### src/rtl/wb_sram_pkg.sv
// Shared types for the Wishbone SRAM bank controller.
// Optional bank watchdog is enabled by defining WB_SRAM_TIMEOUT_EN.
package wb_sram_pkg;

    typedef enum logic [1:0] {
        ST_IDLE = 2'd0,
        ST_BUSY = 2'd1,
        ST_RESP = 2'd2
    } state_e;

    typedef enum logic [1:0] {
        ERR_NONE    = 2'd0,
        ERR_RANGE   = 2'd1,
        ERR_TIMEOUT = 2'd2
    } err_cause_e;

    function automatic int idx_w(input int n_banks);
        return (n_banks > 1) ? $clog2(n_banks) : 1;
    endfunction

endpackage

### src/rtl/wb_sram_bank_ctrl_watchdog.sv
// BUSY-cycle watchdog for the SRAM bank controller.
// Instantiated only when WB_SRAM_TIMEOUT_EN is defined.
module wb_sram_watchdog
    import wb_sram_pkg::*;
#(
    parameter int TIMEOUT_CYCLES = 255
) (
    input  logic clk,
    input  logic rst_n,
    input  logic clr,
    input  logic run,
    output logic expire
);

    localparam int CW = $clog2(TIMEOUT_CYCLES + 1);

    logic [CW-1:0] cnt_q;

    // expire marks the BUSY cycle that brings the count to TIMEOUT_CYCLES
    assign expire = run && (cnt_q == CW'(TIMEOUT_CYCLES - 1));

    always_ff @(posedge clk or negedge rst_n) begin
        if (!rst_n) begin
            cnt_q <= '0;
        end else if (clr) begin
            cnt_q <= '0;
        end else if (run && !expire) begin
            cnt_q <= cnt_q + 1'b1;
        end
    end

endmodule

### src/rtl/wb_sram_bank_ctrl.sv
// Wishbone-classic slave fronting N_BANKS SRAM macros, one request at a time.
// Define WB_SRAM_TIMEOUT_EN to abort hung banks after TIMEOUT_CYCLES.
module wb_sram_bank_ctrl
    import wb_sram_pkg::*;
#(
    parameter int N_BANKS        = 3,
    parameter int BANK_AW        = 16,
    parameter int DW             = 32,
    parameter int TIMEOUT_CYCLES = 255
) (
    input  logic                  wb_clk_i,
    input  logic                  wb_rst_ni,
    input  logic                  wbs_stb_i,
    input  logic                  wbs_cyc_i,
    input  logic                  wbs_we_i,
    input  logic [DW/8-1:0]       wbs_sel_i,
    input  logic [DW-1:0]         wbs_dat_i,
    input  logic [31:0]           wbs_adr_i,
    output logic                  wbs_ack_o,
    output logic                  wbs_err_o,
    output logic [DW-1:0]         wbs_dat_o,
    output logic [N_BANKS-1:0]    bank_stb_o,
    output logic                  bank_cyc_o,
    output logic                  bank_we_o,
    output logic [DW/8-1:0]       bank_sel_o,
    output logic [DW-1:0]         bank_dat_o,
    output logic [BANK_AW-1:0]    bank_adr_o,
    input  logic [N_BANKS-1:0]    bank_ack_i,
    input  logic [N_BANKS*DW-1:0] bank_dat_i,
    output logic                  err_irq_o
);

    localparam int IDX_W = idx_w(N_BANKS);

    state_e             state_q;
    state_e             state_d;
    err_cause_e         cause;
    logic [IDX_W-1:0]   idx_in;
    logic [IDX_W-1:0]   idx_q;
    logic               in_range;
    logic               req;
    logic               load;
    logic               sel_ack;
    logic               wd_expire;
    logic               ack_d;
    logic               err_d;
    logic [DW-1:0]      rd_word;
    logic [DW-1:0]      rsp_dat_d;
    logic [N_BANKS-1:0] stb_d;

    assign idx_in   = wbs_adr_i[BANK_AW +: IDX_W];
    assign in_range = {1'b0, idx_in} < (IDX_W + 1)'(N_BANKS);
    assign req      = wbs_stb_i & wbs_cyc_i;
    assign sel_ack  = bank_ack_i[idx_q];
    assign rd_word  = bank_dat_i[idx_q*DW +: DW];

    // address bits above the bank index alias onto the same banks
    generate
        if (BANK_AW + IDX_W < 32) begin : g_alias
            logic unused_adr;
            assign unused_adr = ^wbs_adr_i[31:BANK_AW+IDX_W];
        end
    endgenerate

`ifdef WB_SRAM_TIMEOUT_EN
    wb_sram_watchdog #(
        .TIMEOUT_CYCLES(TIMEOUT_CYCLES)
    ) u_wdog (
        .clk   (wb_clk_i),
        .rst_n (wb_rst_ni),
        .clr   (load),
        .run   (state_q == ST_BUSY),
        .expire(wd_expire)
    );
`else
    logic unused_timeout;
    assign unused_timeout = (TIMEOUT_CYCLES > 0);
    assign wd_expire      = 1'b0;
`endif

    always_ff @(posedge wb_clk_i or negedge wb_rst_ni) begin
        if (!wb_rst_ni) begin
            state_q <= ST_IDLE;
        end else begin
            state_q <= state_d;
        end
    end

    always_comb begin
        state_d   = state_q;
        load      = 1'b0;
        cause     = ERR_NONE;
        stb_d     = '0;
        rsp_dat_d = wbs_dat_o;
        unique case (state_q)
            ST_IDLE: begin
                if (req) begin
                    load = 1'b1;
                    if (in_range) begin
                        state_d = ST_BUSY;
                        stb_d   = N_BANKS'(1) << idx_in;
                    end else begin
                        state_d   = ST_RESP;
                        cause     = ERR_RANGE;
                        rsp_dat_d = '0;
                    end
                end
            end
            ST_BUSY: begin
                // host abort beats a same-cycle ack or timeout
                if (!wbs_cyc_i) begin
                    state_d = ST_IDLE;
                end else if (sel_ack) begin
                    state_d   = ST_RESP;
                    rsp_dat_d = bank_we_o ? '0 : rd_word;
                end else if (wd_expire) begin
                    state_d   = ST_RESP;
                    cause     = ERR_TIMEOUT;
                    rsp_dat_d = '0;
                end else begin
                    stb_d = bank_stb_o;
                end
            end
            ST_RESP: begin
                state_d = ST_IDLE;
            end
            default: begin
                state_d = ST_IDLE;
            end
        endcase
    end

    assign err_d = (cause != ERR_NONE);
    assign ack_d = (state_d == ST_RESP) && !err_d;

    always_ff @(posedge wb_clk_i or negedge wb_rst_ni) begin
        if (!wb_rst_ni) begin
            idx_q      <= '0;
            bank_adr_o <= '0;
            bank_dat_o <= '0;
            bank_sel_o <= '0;
            bank_we_o  <= 1'b0;
            bank_stb_o <= '0;
            bank_cyc_o <= 1'b0;
            wbs_ack_o  <= 1'b0;
            wbs_err_o  <= 1'b0;
            err_irq_o  <= 1'b0;
            wbs_dat_o  <= '0;
        end else begin
            if (load) begin
                idx_q      <= idx_in;
                bank_adr_o <= wbs_adr_i[BANK_AW-1:0];
                bank_dat_o <= wbs_dat_i;
                bank_sel_o <= wbs_sel_i;
                bank_we_o  <= wbs_we_i;
            end
            bank_stb_o <= stb_d;
            bank_cyc_o <= (state_d == ST_BUSY);
            wbs_ack_o  <= ack_d;
            wbs_err_o  <= err_d;
            err_irq_o  <= err_d;
            wbs_dat_o  <= rsp_dat_d;
        end
    end

endmodule

### config.mk
export PLATFORM = sky130hd
export DESIGN_NAME = wb_sram_bank_ctrl
export DESIGN_NICKNAME = d
export VERILOG_FILES = /design/src/rtl/wb_sram_pkg.sv /design/src/rtl/wb_sram_bank_ctrl_watchdog.sv /design/src/rtl/wb_sram_bank_ctrl.sv
export SDC_FILE = /design/constraint.sdc
export NUM_CORES = 1
export LEC_CHECK = 0
export BUFFER_PORTS_ARGS = -buffer_cell sky130_fd_sc_hd__buf_2
export CAP_MARGIN = 25
export CORE_AREA = 2 2 101 103
export CTS_CLUSTER_SIZE = 14
export DETAILED_ROUTE_END_ITERATION = 16
export DIE_AREA = 0 0 103 105
export PLACE_DENSITY = 0.83
export REMOVE_ABC_BUFFERS = 1
export SLEW_MARGIN = 20
export SYNTH_ARGS = -nofsm -noshare
export SYNTH_HDL_FRONTEND = slang
export SYNTH_HIERARCHICAL = 1
export SYNTH_SLANG_ARGS = --single-unit
### constraint.sdc
create_clock -name wb_clk_i -period 3.2 [get_ports wb_clk_i]
set_input_delay 0.64 -clock wb_clk_i [delete_from_list [all_inputs] [get_ports wb_clk_i]]
set_output_delay 0.64 -clock wb_clk_i [all_outputs]
set_load 0.005 [all_outputs]
# Word-level counts from Yosys, hierarchy flattened
# Cells that the tools add are included.
[totals]
register_bits = 95
out_inout_bits = 92
[classes]
n_lt_le_gt_ge = 2
eq_ne = 8
shifts = 2
muxes = 23
bitwise_logic = 1
reduce_logical = 6
[ops]
columns = ["op", "n"]
rows = [
  ["2-to-1 mux 32 bit", 5],
  ["variable part select 96 x 8 -> 32 bit", 1],
  ["one-hot mux 32 bit (2 select lines)", 1],
  ["2-to-1 mux 3 bit", 4],
  ["2-to-1 mux 2 bit", 4],
  ["inequality test 2 bit (second input constant)", 4],
  ["2-to-1 mux 1 bit", 6],
  ["one-hot mux 3 bit (2 select lines)", 1],
  ["AND reduction 5 bit", 1],
  ["== test 2 x 1 -> 1 bit (second input constant)", 2],
  ["one-hot mux 2 bit (2 select lines)", 1],
  ["nonzero test 2 bit", 2],
  ["< comparator 2 x 3 -> 1 bit (second input constant)", 1],
  ["inequality test 3 bit (second input constant)", 1],
  ["<< shifter 1 x 2 -> 3 bit (first input constant)", 1],
  ["binary-select mux 1 bit (select 2 bit)", 1],
  ["== test 2 bit (second input constant)", 1],
  ["zero test 2 bit", 1],
  ["< comparator 2 bit (second input constant)", 1],
  ["bitwise AND 1 bit", 1],
  ["logical AND 1 bit", 1],
  ["zero test 1 bit", 1],
]

# Longest topological paths before layout
# Gate-level depths: netlist of run 1.
[logic_depth]
word_depth = 7
ltp_mapped = 7
ltp_nobuf = 4

# Least setup slack after synthesis of run 1
# OpenSTA, ideal clock, no wires.
[synth_path]
kind = "input to register"
startpoint = "input wbs_cyc_i"
endpoint = "register wbs_dat_o[0]"
setup_ps = 125
arrival_ps = 1764
slack_ps = 1310
cell_stages = 6
path_buffers = 2
path_cell_list = "and4bb_1 buf_2 and3_4 o21bai_4 buf_6 mux2_4"
[synth_between]
elab_chain_len = 3
[synth_rtl]
columns = ["element", "line_no", "source"]
rows = [
  ["start, declared", "wb_sram_bank_ctrl.sv:14", "input logic wbs_cyc_i,"],
  ["bitwise AND 1 bit", "wb_sram_bank_ctrl.sv:53", "assign req = wbs_stb_i & wbs_cyc_i;"],
  ["inequality test 2 bit (no line)", "n/a", ""],
  ["AND reduction 5 bit (no line) (*)", "n/a", ""],
  ["end signal, assigned", "wb_sram_bank_ctrl.sv:162", "wbs_dat_o <= rsp_dat_d;"],
  ["end, declared", "wb_sram_bank_ctrl.sv:21", "output logic [DW-1:0] wbs_dat_o,"],
]
# Mark *: on every way between the ends. The rest lies on a longest branch, timed or not.
# A chain may end at the register's enable or synchronous reset.

# Worst setup path after layout of run 1
[layout_path]
startpoint = "register idx_q[1]"
endpoint = "register wbs_dat_o[18]"
[layout_between]
elab_chain_len = 5
[layout_rtl]
columns = ["element", "line_no", "source"]
rows = [
  ["start, declared", "wb_sram_bank_ctrl.sv:39", "logic [IDX_W-1:0] idx_q;"],
  ["start signal, assigned", "wb_sram_bank_ctrl.sv:151", "idx_q <= idx_in;"],
  ["variable part select 96 x 8 -> 32 bit", "wb_sram_bank_ctrl.sv:55", "assign rd_word = bank_dat_i[idx_q*DW +: DW];"],
  ["2-to-1 mux 32 bit", "wb_sram_bank_ctrl.sv:115", "rsp_dat_d = bank_we_o ? '0 : rd_word;"],
  ["2-to-1 mux 32 bit", "wb_sram_bank_ctrl.sv:113", "end else if (sel_ack) begin"],
  ["2-to-1 mux 32 bit", "wb_sram_bank_ctrl.sv:111", "if (!wbs_cyc_i) begin"],
  ["one-hot mux 32 bit (2 select lines)", "wb_sram_bank_ctrl.sv:95", "unique case (state_q)"],
]
# Several ways; a longest one is shown, not always the timed one. The select of a mux whose other input is x is not followed.

==> results of run 1 <==
[layout by cell type (no fill, tap or decap)]
master / Yosys / routed
sky130_fd_sc_hd__a21o_1: 2 / 2
sky130_fd_sc_hd__a21oi_1: 32 / 32
sky130_fd_sc_hd__a32o_1: 3 / 3
sky130_fd_sc_hd__and3_4: 1 / 1
sky130_fd_sc_hd__and4bb_2: 0 / 1
sky130_fd_sc_hd__buf_12: 0 / 1
sky130_fd_sc_hd__buf_2: 9 / 248
sky130_fd_sc_hd__buf_4: 2 / 6
sky130_fd_sc_hd__clkbuf_8: 0 / 9
sky130_fd_sc_hd__clkinv_2: 0 / 1
sky130_fd_sc_hd__clkinv_4: 0 / 2
sky130_fd_sc_hd__clkinv_8: 0 / 2
sky130_fd_sc_hd__clkinvlp_4: 0 / 1
sky130_fd_sc_hd__dfrtp_1: 95 / 94
sky130_fd_sc_hd__dfrtp_2: 0 / 1
sky130_fd_sc_hd__inv_1: 2 / 2
sky130_fd_sc_hd__inv_6: 0 / 1
sky130_fd_sc_hd__mux2_2: 58 / 58
sky130_fd_sc_hd__mux2_4: 29 / 29
sky130_fd_sc_hd__mux2i_1: 33 / 33
sky130_fd_sc_hd__nand2_1: 33 / 33
sky130_fd_sc_hd__nand3b_1: 2 / 2
sky130_fd_sc_hd__nor2_1: 1 / 1
sky130_fd_sc_hd__nor2b_1: 2 / 1
sky130_fd_sc_hd__nor2b_2: 0 / 1
sky130_fd_sc_hd__o21a_1: 1 / 1
sky130_fd_sc_hd__o21bai_4: 1 / 1
sky130_fd_sc_hd__or2_2: 32 / 32
sky130_fd_sc_hd__or3b_2: 1 / 1
[layer usage]
metal	track usage, %	wire length (um)	vias up	share of wire [%]
li1	-	-	1702	-
met1	25.7	4610	1763	39
met2	40.1	6270	134	54
met3	3.14	564	25	4.8
met4	7.99	259	0	2.2
met5	0	0	-	0
[worst max-delay path: stages, from the launching register on]
cell and delay [ns]:
sky130_fd_sc_hd__dfrtp_2 0.50, sky130_fd_sc_hd__mux2i_1 0.15, sky130_fd_sc_hd__o21a_1 0.23, sky130_fd_sc_hd__o21bai_4 0.14, sky130_fd_sc_hd__buf_4 0.49, sky130_fd_sc_hd__mux2_2 0.40
[power by group]
| group | internal, uW | leakage (uW) | total [uW] | switching (uW) |
|---|---|---|---|---|
| registers | 1430 | 0.00120 | 1570 | 135 |
| logic | 605 | 0.00190 | 1080 | 470 |
| clock network | 300 | 0.0000953 | 756 | 457 |
| total | 2340 | 0.00319 | 3400 | 1060 |
[sequential cells by signal, indices dropped and copies added, names as in the netlist, 2 cells and up]
name        flops
bank_dat_o     32
wbs_dat_o      32
bank_adr_o     16
bank_sel_o      4
bank_stb_o      3
idx_q           2
state_q         2
[path summary, 6_finish.rpt]
path                                  endpoint  slack (ns)  cells past startpoint
min in group wb_clk_i            bank_adr_o[1]        0.50                      2
worst min register to register  bank_dat_o[16]        0.51                      1
worst max-delay path             wbs_dat_o[18]        1.15                      5
worst min-delay path            bank_dat_o[19]        0.24                      1
max in group asynchronous       bank_adr_o[10]        2.25                      2
worst max register to register   wbs_dat_o[18]        1.15                      5
[kinds of logic after synthesis]
kind of cell           Yosys count  share of synthesized area [%]
multiplexers                   120                           31.1
AO/OA/AOI/OAI                   39                           5.07
flip-flops                      95                           52.1
buffers and inverters           28                           3.21
AND/OR/NAND/NOR                 73                           8.50
[metrics by stage]
stage                     setup TNS (ns)  total power [uW]  hold WS [ns]
final                                  0              3400         0.244
after floorplan                    -6.86              2180         0.344
after global routing                   0              3620         0.270
after detailed placement               0              2680         0.489
after CTS                              0              3440         0.257
after global placement                 0              2620         0.474
[cell type report]
| type | count | area, um2 | area share [%] |
|---|---|---|---|
| multi-input cells | 232 | 2040 | 33.5 |
| well taps | 133 | 166 | 2.73 |
| flip-flops and latches | 95 | 2380 | 39.0 |
| inverters | 2 | 7.51 | 0.123 |
| clock buffers | 9 | 124 | 2.03 |
| repair buffers | 255 | 1310 | 21.4 |
| clock inverters | 7 | 71.3 | 1.17 |
==> Implementation_results.wiki, run 1 <==
{| class="wikitable"
! Metric !! Value
|-
| Result of the run || finished clean
|-
| Number of distinct library cells after synthesis || 22
|-
| Biggest fanout along the worst timing path || 33
|-
| Clock-pin transition on the worst setup and hold timing paths || 0.11 ns
|-
| Placed wire-length estimate || 8.79 mm
|-
| Final ANT Viol Nets || 0
|-
| Number of I/O pins || 264
|-
| RSZ-0062 raised after global routing || false
|-
| Max cap viols || 0
|-
| Largest net degree at the start of global routing || 61
|-
| Core occupancy in the finished layout || 63.2%
|-
| Vias || 3624
|-
| DRT Wirelength || 11.7 mm
|-
| Setup Fix Bufs, Post-CTS || 0
|-
| Nets@finish || 767
|-
| Power density relative to cell area || 558 nW/um2
|-
| Die ar. || 10800 um2
|-
| Main area contributors after synthesis || sky130_fd_sc_hd__dfrtp_1 (52%), sky130_fd_sc_hd__mux2_2 (14%), sky130_fd_sc_hd__mux2_4 (9.5%), sky130_fd_sc_hd__mux2i_1 (7.2%), sky130_fd_sc_hd__or2_2 (4.4%)
|-
| FF+latch count, synth || 95
|-
| Share of flip-flops with an asynchronous set or reset || 100%
|-
| Die Ht || 105 um
|-
| Area inside the core boundary || 9640 um2
|-
| Slew margin rel. || 51.1%
|-
| P&R area growth vs syn || 33.6%
|-
| Via count of the first global-routing pass || 3814
|-
| Worst R2R Start || idx_q[1]
|-
| Setup Skew || 0.0179 ns
|-
| Count of buffers from port buffering || 249
|-
| TritonCTS Sinks || 95
|-
| Final-report hold violation count || 0
|-
| Global-route usage over all layers || 22.0%
|-
| Most frequent cell after synthesis || sky130_fd_sc_hd__dfrtp_1
|-
| Remaining global-route overflow || 0
|-
| Effective utilization at floorplan || 47.3%
|-
| Worst vdd ir || 0.305 mV
|-
| Achievable clock frequency || 0.487 GHz
|-
| Resize count post-CTS || 0
|-
| Post-DP Area || 5900 um2
|-
| Final instance area || 6090 um2
|-
| Largest buffer count on any clock path || 2
|-
| Pre-Repair DR Iteration Count || 4
|-
| Fill count || 821
|-
| Count of flip-flops with a built-in enable after synthesis || 0
|-
| WP data required || 3.44 ns
|-
| Detailed router's first-iteration violation count || 110
|-
| Antenna violations before repair || 0
|-
| Category of the worst setup path launch point || flip-flop
|-
| Mapped cell area || 4560 um2
|-
| Path category of the worst min-delay check || in -> async
|-
| Via density per instance || 4.94
|-
| Instance count after placement with tap cells included || 717
|-
| Die Wd || 103 um
|-
| Rows || 36
|-
| Cells after Synth || 355
|-
| Least setup slack across all paths after layout || 1.15 ns
|-
| CTS H-Tree Depth || 3
|-
| First-pass GRT wire length || 18.7 mm
|-
| Endpoint arrival time on the critical path || 2.29 ns
|-
| Antenna fix cells || 0
|-
| Clock Root Buffer || sky130_fd_sc_hd__clkbuf_8
|-
| Minimum setup slack after placement || 0.867 ns
|-
| Sequential fraction of the synthesis area || 52.1%
|-
| Most used flip-flop cell after synthesis || sky130_fd_sc_hd__dfrtp_1
|-
| CTS buffer count || 9
|-
| List of most frequent post-synthesis cells || sky130_fd_sc_hd__dfrtp_1 (95), sky130_fd_sc_hd__mux2_2 (58), sky130_fd_sc_hd__mux2i_1 (33), sky130_fd_sc_hd__nand2_1 (33)
|-
| Non-filler instance count after layout || 733
|-
| Wire length per cell after detailed routing || 16.0 um
|-
| Drc violations || 0
|-
| Element type at the critical path end || flip-flop
|-
| CTS Hold Buffers Added || 0
|-
| Portion of the clock cycle consumed by the worst path in the final layout || 64.2%
|-
| Start-to-end type of the worst setup path || reg -> reg
|-
| Fraction of final layout cells sized beyond drive strength 1 || 66.0%
|-
| Final number of max-transition violations || 0
|-
| Final critical path time including I/O delays and setup || 2.05 ns
|-
| Number of synthesis warnings || 6
|-
| Cell taking the most area after synthesis || sky130_fd_sc_hd__dfrtp_1
|-
| Worst Max-Slew Pin Slew || 0.733 ns
|-
| Startpoint of the worst setup timing path || idx_q[1]
|-
| Final-report setup violation count || 0
|-
| Last weighted congestion value of the routability-driven placer || 0.803
|-
| Clock insertion delay at the later pin of the skew report || 0.36 ns
|-
| Mean area per synthesized cell || 12.9 um2
|-
| Proportion of netlist area held by the largest area contributor || 52.1%
|-
| Clock tree from TritonCTS || yes
|-
| Leakage dissipation || 0.00319 uW
|}
Power figures use the tool's default switching activity.
==> inputs of run 2 (changes only) <==
Settings changed: CORE_AREA 2 2 101 103 to default, CORE_ASPECT_RATIO from default to 1.5, CORE_UTILIZATION from default to 44, DIE_AREA 0 0 103 105 to default, PLACE_DENSITY 0.83 to 0.78.
Clock period 3.2 ns to 2 ns, I/O delays scaled along.
==> run 2 against run 1 <==
Design area increased by 3.2%; non-clock buffer count increased by 6; highest routed layer unchanged; combinational power is 63% higher; first-iteration DRC count increased by 42%; hold slack worse by 0.22 ns; critical endpoint is now wbs_dat_o[17]; count of clock-buffer cells in the layout unchanged; largest cell class unchanged.
==> Implementation_results.wiki, run 2 (synthesis gave the netlist of run 1 again) <==
{| class="wikitable"
! Metric !! Value
|-
| Result of the run || finished clean
|-
| Minimum setup slack after placement || 0.111 ns
|-
| Least setup slack across all paths after layout || 0.157 ns
|-
| Largest buffer count on any clock path || 2
|-
| Instance count after placement with tap cells included || 707
|-
| Nets@finish || 773
|-
| Leakage dissipation || 0.00328 uW
|-
| Final critical path time including I/O delays and setup || 1.84 ns
|-
| Registers with the highest flip-flop counts || bank_dat_o x32, wbs_dat_o x32, bank_adr_o x16
|-
| Die Wd || 85.1 um
|-
| Sequential standard cell area || 2380 um2
|-
| Final-report hold violation count || 0
|-
| Number of I/O pins || 264
|-
| Most common library cell in the layout ignoring fill and taps || sky130_fd_sc_hd__buf_2
|-
| P&R area growth vs syn || 37.9%
|-
| Clock insertion delay at the later pin of the skew report || 0.34 ns
|-
| Via density per instance || 4.96
|-
| Remaining global-route overflow || 0
|-
| Drc violations || 0
|-
| WP data required || 2.22 ns
|-
| TritonCTS Sinks || 95
|-
| Start-to-end type of the worst setup path || reg -> reg
|-
| Element type at the critical path end || flip-flop
|-
| Delay of the slowest critical-path stage || 0.39 ns
|-
| Worst vdd ir || 0.525 mV
|-
| Effective utilization at floorplan || 45.3%
|-
| Max cap viols || 0
|-
| Path category of the worst min-delay check || in -> async
|-
| Fill count || 817
|-
| Worst R2R Start || state_q[1]
|-
| Detailed router's first-iteration violation count || 156
|-
| Vias || 3579
|-
| CTS buffer count || 9
|-
| Resize count post-CTS || 0
|-
| Clock Root Buffer || sky130_fd_sc_hd__clkbuf_16
|-
| Fraction of final layout cells sized beyond drive strength 1 || 66.3%
|-
| Setup slack of the most critical reg-to-reg path || 0.16 ns
|-
| Non-filler instance count after layout || 722
|-
| First-pass GRT wire length || 17.6 mm
|-
| Antenna fix cells || 0
|-
| Portion of the clock cycle consumed by the worst path in the final layout || 92.2%
|-
| Rows || 45
|-
| Global-route usage over all layers || 20.9%
|-
| Count of buffers from port buffering || 249
|-
| Antenna violations before repair || 0
|-
| Power density relative to cell area || 966 nW/um2
|-
| Die Ht || 127 um
|-
| Placed wire-length estimate || 8.29 mm
|-
| Endpoint arrival time on the critical path || 2.06 ns
|-
| Biggest fanout along the worst timing path || 16
|-
| Slew margin rel. || 66.5%
|-
| CTS Hold Buffers Added || 0
|-
| Worst Max-Slew Pin Slew || 0.503 ns
|-
| Startpoint of the worst setup timing path || state_q[1]
|-
| Final number of max-transition violations || 0
|-
| Area occupied by multi-input gates || 2040 um2
|-
| Final-report setup violation count || 0
|-
| Critical Path, Cell by Cell || and4bb_2 -> and3_4 -> o21bai_4 -> buf_12 -> mux2_2
|-
| Via count of the first global-routing pass || 3654
|-
| Last weighted congestion value of the routability-driven placer || 0.750
|-
| Clock-pin transition on the worst setup and hold timing paths || 0.07 ns
|-
| CTS H-Tree Depth || 3
|-
| RSZ-0062 raised after global routing || false
|-
| Setup Fix Bufs, Post-CTS || 0
|-
| DRT Wirelength || 10.9 mm
|-
| Category of the worst setup path launch point || flip-flop
|-
| Die ar. || 10800 um2
|-
| Largest net degree at the start of global routing || 61
|-
| Setup Skew || 0.0131 ns
|-
| Final ANT Viol Nets || 0
|-
| Area inside the core boundary || 10100 um2
|-
| Pre-Repair DR Iteration Count || 5
|-
| Clock tree from TritonCTS || yes
|-
| Worst path slowest cell || sky130_fd_sc_hd__dfrtp_1
|-
| Wire length per cell after detailed routing || 15.1 um
|-
| Top library cells by usage in the layout, fill and taps aside || sky130_fd_sc_hd__buf_2 (248), sky130_fd_sc_hd__dfrtp_1 (94), sky130_fd_sc_hd__mux2_2 (58), sky130_fd_sc_hd__nand2_1 (33), sky130_fd_sc_hd__mux2i_1 (33)
|-
| Achievable clock frequency || 0.542 GHz
|}
==> run 2: changes by cell type in the layout (fill, tap and decap cells not counted), sizes merged <==
| cell | delta |
|---|---|
| buf | +6 |
| clkinvlp | +1 |
| bufinv | +2 |
| clkinv | -5 |
| inv | +1 |
==> run 2: layout make-up <==
cell class                      count  share of cell area, %
Sequential cell                    95                   37.8
Clock inverter                      6                   1.47
Clock buffer                        9                   3.58
Multi-Input combinational cell    232                   32.4
Inverter                            2                  0.119
Timing Repair Buffer              261                   22.3
Tap cell                          117                   2.33
==> run 2: routing by layer <==
metal  global-route usage [%]  up-vias  share of wire, %
li1                         -     1723                 -
met4                     7.48        0               1.6
met5                        0        -                 0
met2                     37.2      152                53
met1                     24.7     1694                39
met3                     4.49       10               6.3
==> run 2: final timing paths <==
kind | end | cells after the start
hold / removal | wbs_dat_o[16] | 1
setup / recovery | wbs_dat_o[17] | 5
hold reg to reg | bank_adr_o[13] | 1
min in group wb_clk_i | bank_dat_o[12] | 2
setup reg to reg | wbs_dat_o[17] | 5
max in group asynchronous | wbs_dat_o[2] | 2
==> run 2: per-stage QoR <==
stage	hold slack, ns	total power, uW	utilization (%)	TNS, ns	cell area (um2)
floorplan	0.104	3480	-	-67.52	4420
global placement	0.395	4240	59.3	0	5970
detailed placement	0.398	4320	59.3	0	5970
CTS	0.0270	6160	62.4	0	6290
global route	0.0576	6410	62.4	0	6290
finish	0.0220	6080	62.4	0	6290
==> run 2: critical path: cells and delay by family, from the launching register on <==
kind	cells	cell delay, ns
compound gates	1	0.20
buf+inv	1	0.22
flops	1	0.39
mux	1	0.34
simple gates	2	0.55
==> run 2: where the power goes <==
group	switching, uW	leakage [uW]	internal, uW
logic	753	0.00194	1010
clock network	720	0.000149	1100
registers	203	0.00120	2300
total	1680	0.00328	4400
==> inputs of run 3 (changes only) <==
Settings changed: MAX_ROUTING_LAYER from default to met4.
==> run 3 against run 2 <==
First-iteration DRC count fell by 7.7%; clock power barely moved; clock skew shrank 0.0020 ns; highest routed layer unchanged; routed wire length barely moved; via count decreased by 0.28%; fmax barely moved; global-route usage rose by 0.64 points; non-clock buffer count did not move; critical path depth stayed put; count of clock-buffer cells in the layout is the same; combinational power is essentially flat.
==> Implementation_results.wiki, run 3 (synthesis gave the netlist of run 1 again) <==
{| class="wikitable"
! Metric !! Value
|-
| Leakage dissipation || 0.00328 uW
|-
| WP data required || 2.21 ns
|-
| Antenna fix cells || 0
|-
| Clock tree from TritonCTS || yes
|-
| CTS buffer count || 9
|-
| Setup Fix Bufs, Post-CTS || 0
|-
| Fraction of final layout cells sized beyond drive strength 1 || 66.3%
|-
| P&R area growth vs syn || 37.9%
|-
| Via count of the first global-routing pass || 3652
|-
| Final-report setup violation count || 0
|-
| Final critical path time including I/O delays and setup || 1.84 ns
|-
| Endpoint arrival time on the critical path || 2.06 ns
|-
| Total Negative Setup Slacks || 0 ns
|-
| First-pass GRT wire length || 17.6 mm
|-
| Rows || 45
|-
| Top library cells by usage in the layout, fill and taps aside || sky130_fd_sc_hd__buf_2 (248), sky130_fd_sc_hd__dfrtp_1 (94), sky130_fd_sc_hd__mux2_2 (58), sky130_fd_sc_hd__nand2_1 (33), sky130_fd_sc_hd__mux2i_1 (33)
|-
| RSZ-0062 raised after global routing || false
|-
| CTS Hold Buffers Added || 0
|-
| Effective utilization at floorplan || 45.3%
|-
| Worst path slowest cell || sky130_fd_sc_hd__dfrtp_1
|-
| Least setup slack across all paths after layout || 0.158 ns
|-
| Drc violations || 0
|-
| Total power consumption of the routed design || 6080 uW
|-
| Worst Max-Slew Pin Slew || 0.503 ns
|-
| Portion of the clock cycle consumed by the worst path in the final layout || 92.1%
|-
| Final-report hold violation count || 0
|-
| Remaining global-route overflow || 0
|-
| Last weighted congestion value of the routability-driven placer || 0.759
|-
| Die Wd || 85.1 um
|-
| Element type at the critical path end || flip-flop
|-
| Met2 Resource Use GR || 37.2%
|-
| Final ANT Viol Nets || 0
|-
| Clock insertion delay at the later pin of the skew report || 0.34 ns
|-
| Die Ht || 127 um
|-
| Path category of the worst min-delay check || in -> async
|-
| Area inside the core boundary || 10100 um2
|-
| Final number of max-transition violations || 0
|-
| Registers with the highest flip-flop counts || bank_dat_o x32, wbs_dat_o x32, bank_adr_o x16
|-
| Startpoint of the worst setup timing path || state_q[1]
|-
| Largest net degree at the start of global routing || 61
|-
| TritonCTS Sinks || 95
|-
| Wire length per cell after detailed routing || 15.1 um
|-
| Via density per instance || 4.94
|-
| Delay of the slowest critical-path stage || 0.39 ns
|-
| Category of the worst setup path launch point || flip-flop
|-
| Start-to-end type of the worst setup path || reg -> reg
|-
| Slew margin rel. || 66.5%
|-
| DRT Wirelength || 10.9 mm
|-
| Worst R2R Start || state_q[1]
|-
| Most common library cell in the layout ignoring fill and taps || sky130_fd_sc_hd__buf_2
|-
| Achievable clock frequency || 0.543 GHz
|-
| Number of I/O pins || 264
|-
| Die ar. || 10800 um2
|-
| Clock-pin transition on the worst setup and hold timing paths || 0.07 ns
|-
| Max cap viols || 0
|-
| Worst vdd ir || 0.522 mV
|-
| Met3 track demand over resource || 4.75%
|-
| Biggest fanout along the worst timing path || 16
|-
| Met1 Resource Use GR || 25.0%
|-
| Clock Root Buffer || sky130_fd_sc_hd__clkbuf_16
|-
| CTS H-Tree Depth || 3
|-
| Minimum setup slack after placement || 0.111 ns
|-
| Core occupancy in the finished layout || 62.4%
|-
| Detailed router's first-iteration violation count || 144
|-
| Result of the run || finished clean
|-
| Nets@finish || 773
|-
| Vias || 3569
|-
| Antenna violations before repair || 0
|-
| Global-route usage over all layers || 21.6%
|-
| Resize count post-CTS || 0
|-
| Placed wire-length estimate || 8.29 mm
|-
| Power density relative to cell area || 966 nW/um2
|-
| Critical Path, Cell by Cell || and4bb_2 -> and3_4 -> o21bai_4 -> buf_12 -> mux2_2
|-
| Pre-Repair DR Iteration Count || 4
|-
| Setup Skew || 0.0110 ns
|-
| Layer carrying the most global-route usage || met2
|-
| Buffers plus inverters on the worst setup path || 1
|-
| Top delay family on crit path || simple AND/OR/NAND/NOR gates
|-
| Count of buffers from port buffering || 249
|-
| Largest buffer count on any clock path || 2
|}
==> run 3: cell counts in the layout (fill, tap and decap cells not counted) <==
No cell type changed its count.
==> run 3: path summary, 6_finish.rpt <==
kind / endpoint / slack [ns] / cells after the start
max: wbs_dat_o[17] / 0.16 / 5
min: wbs_dat_o[16] / 0.03 / 1
max reg2reg: wbs_dat_o[17] / 0.16 / 5
min reg2reg: bank_dat_o[17] / 0.50 / 1
max in group asynchronous: wbs_dat_o[2] / 1.36 / 2
min in group wb_clk_i: bank_dat_o[12] / 0.29 / 2
==> run 3: metal layers <==
metal	part of all wire, %	wire [um]
met4	1.3	147
met1	39	4310
met3	5.7	624
met5	0	0
met2	53	5850
==> run 3: metrics by stage <==
step | cells | instance area, um2 | hold slack [ns]
after floorplan | 329 | 4420 | 0.104
after global placement | 707 | 5970 | 0.395
after detailed placement | 707 | 5970 | 0.398
after CTS | 722 | 6290 | 0.0270
after global routing | 722 | 6290 | 0.0547
final | 722 | 6290 | 0.0252
==> run 3: where the power goes <==
| part | total (uW) | switching [uW] | internal, uW |
|---|---|---|---|
| registers | 2500 | 204 | 2300 |
| clock network | 1810 | 714 | 1100 |
| logic | 1760 | 753 | 1010 |
==> run 3: final cells by class <==
class                      instances  area (um2)
clock buffer                       9         225
clock inverter                     6        92.6
fill                             817        3790
inverter                           2        7.51
multi-input combinational        232        2040
sequential                        95        2380
tap                              117         146
timing repair buffer             261        1400
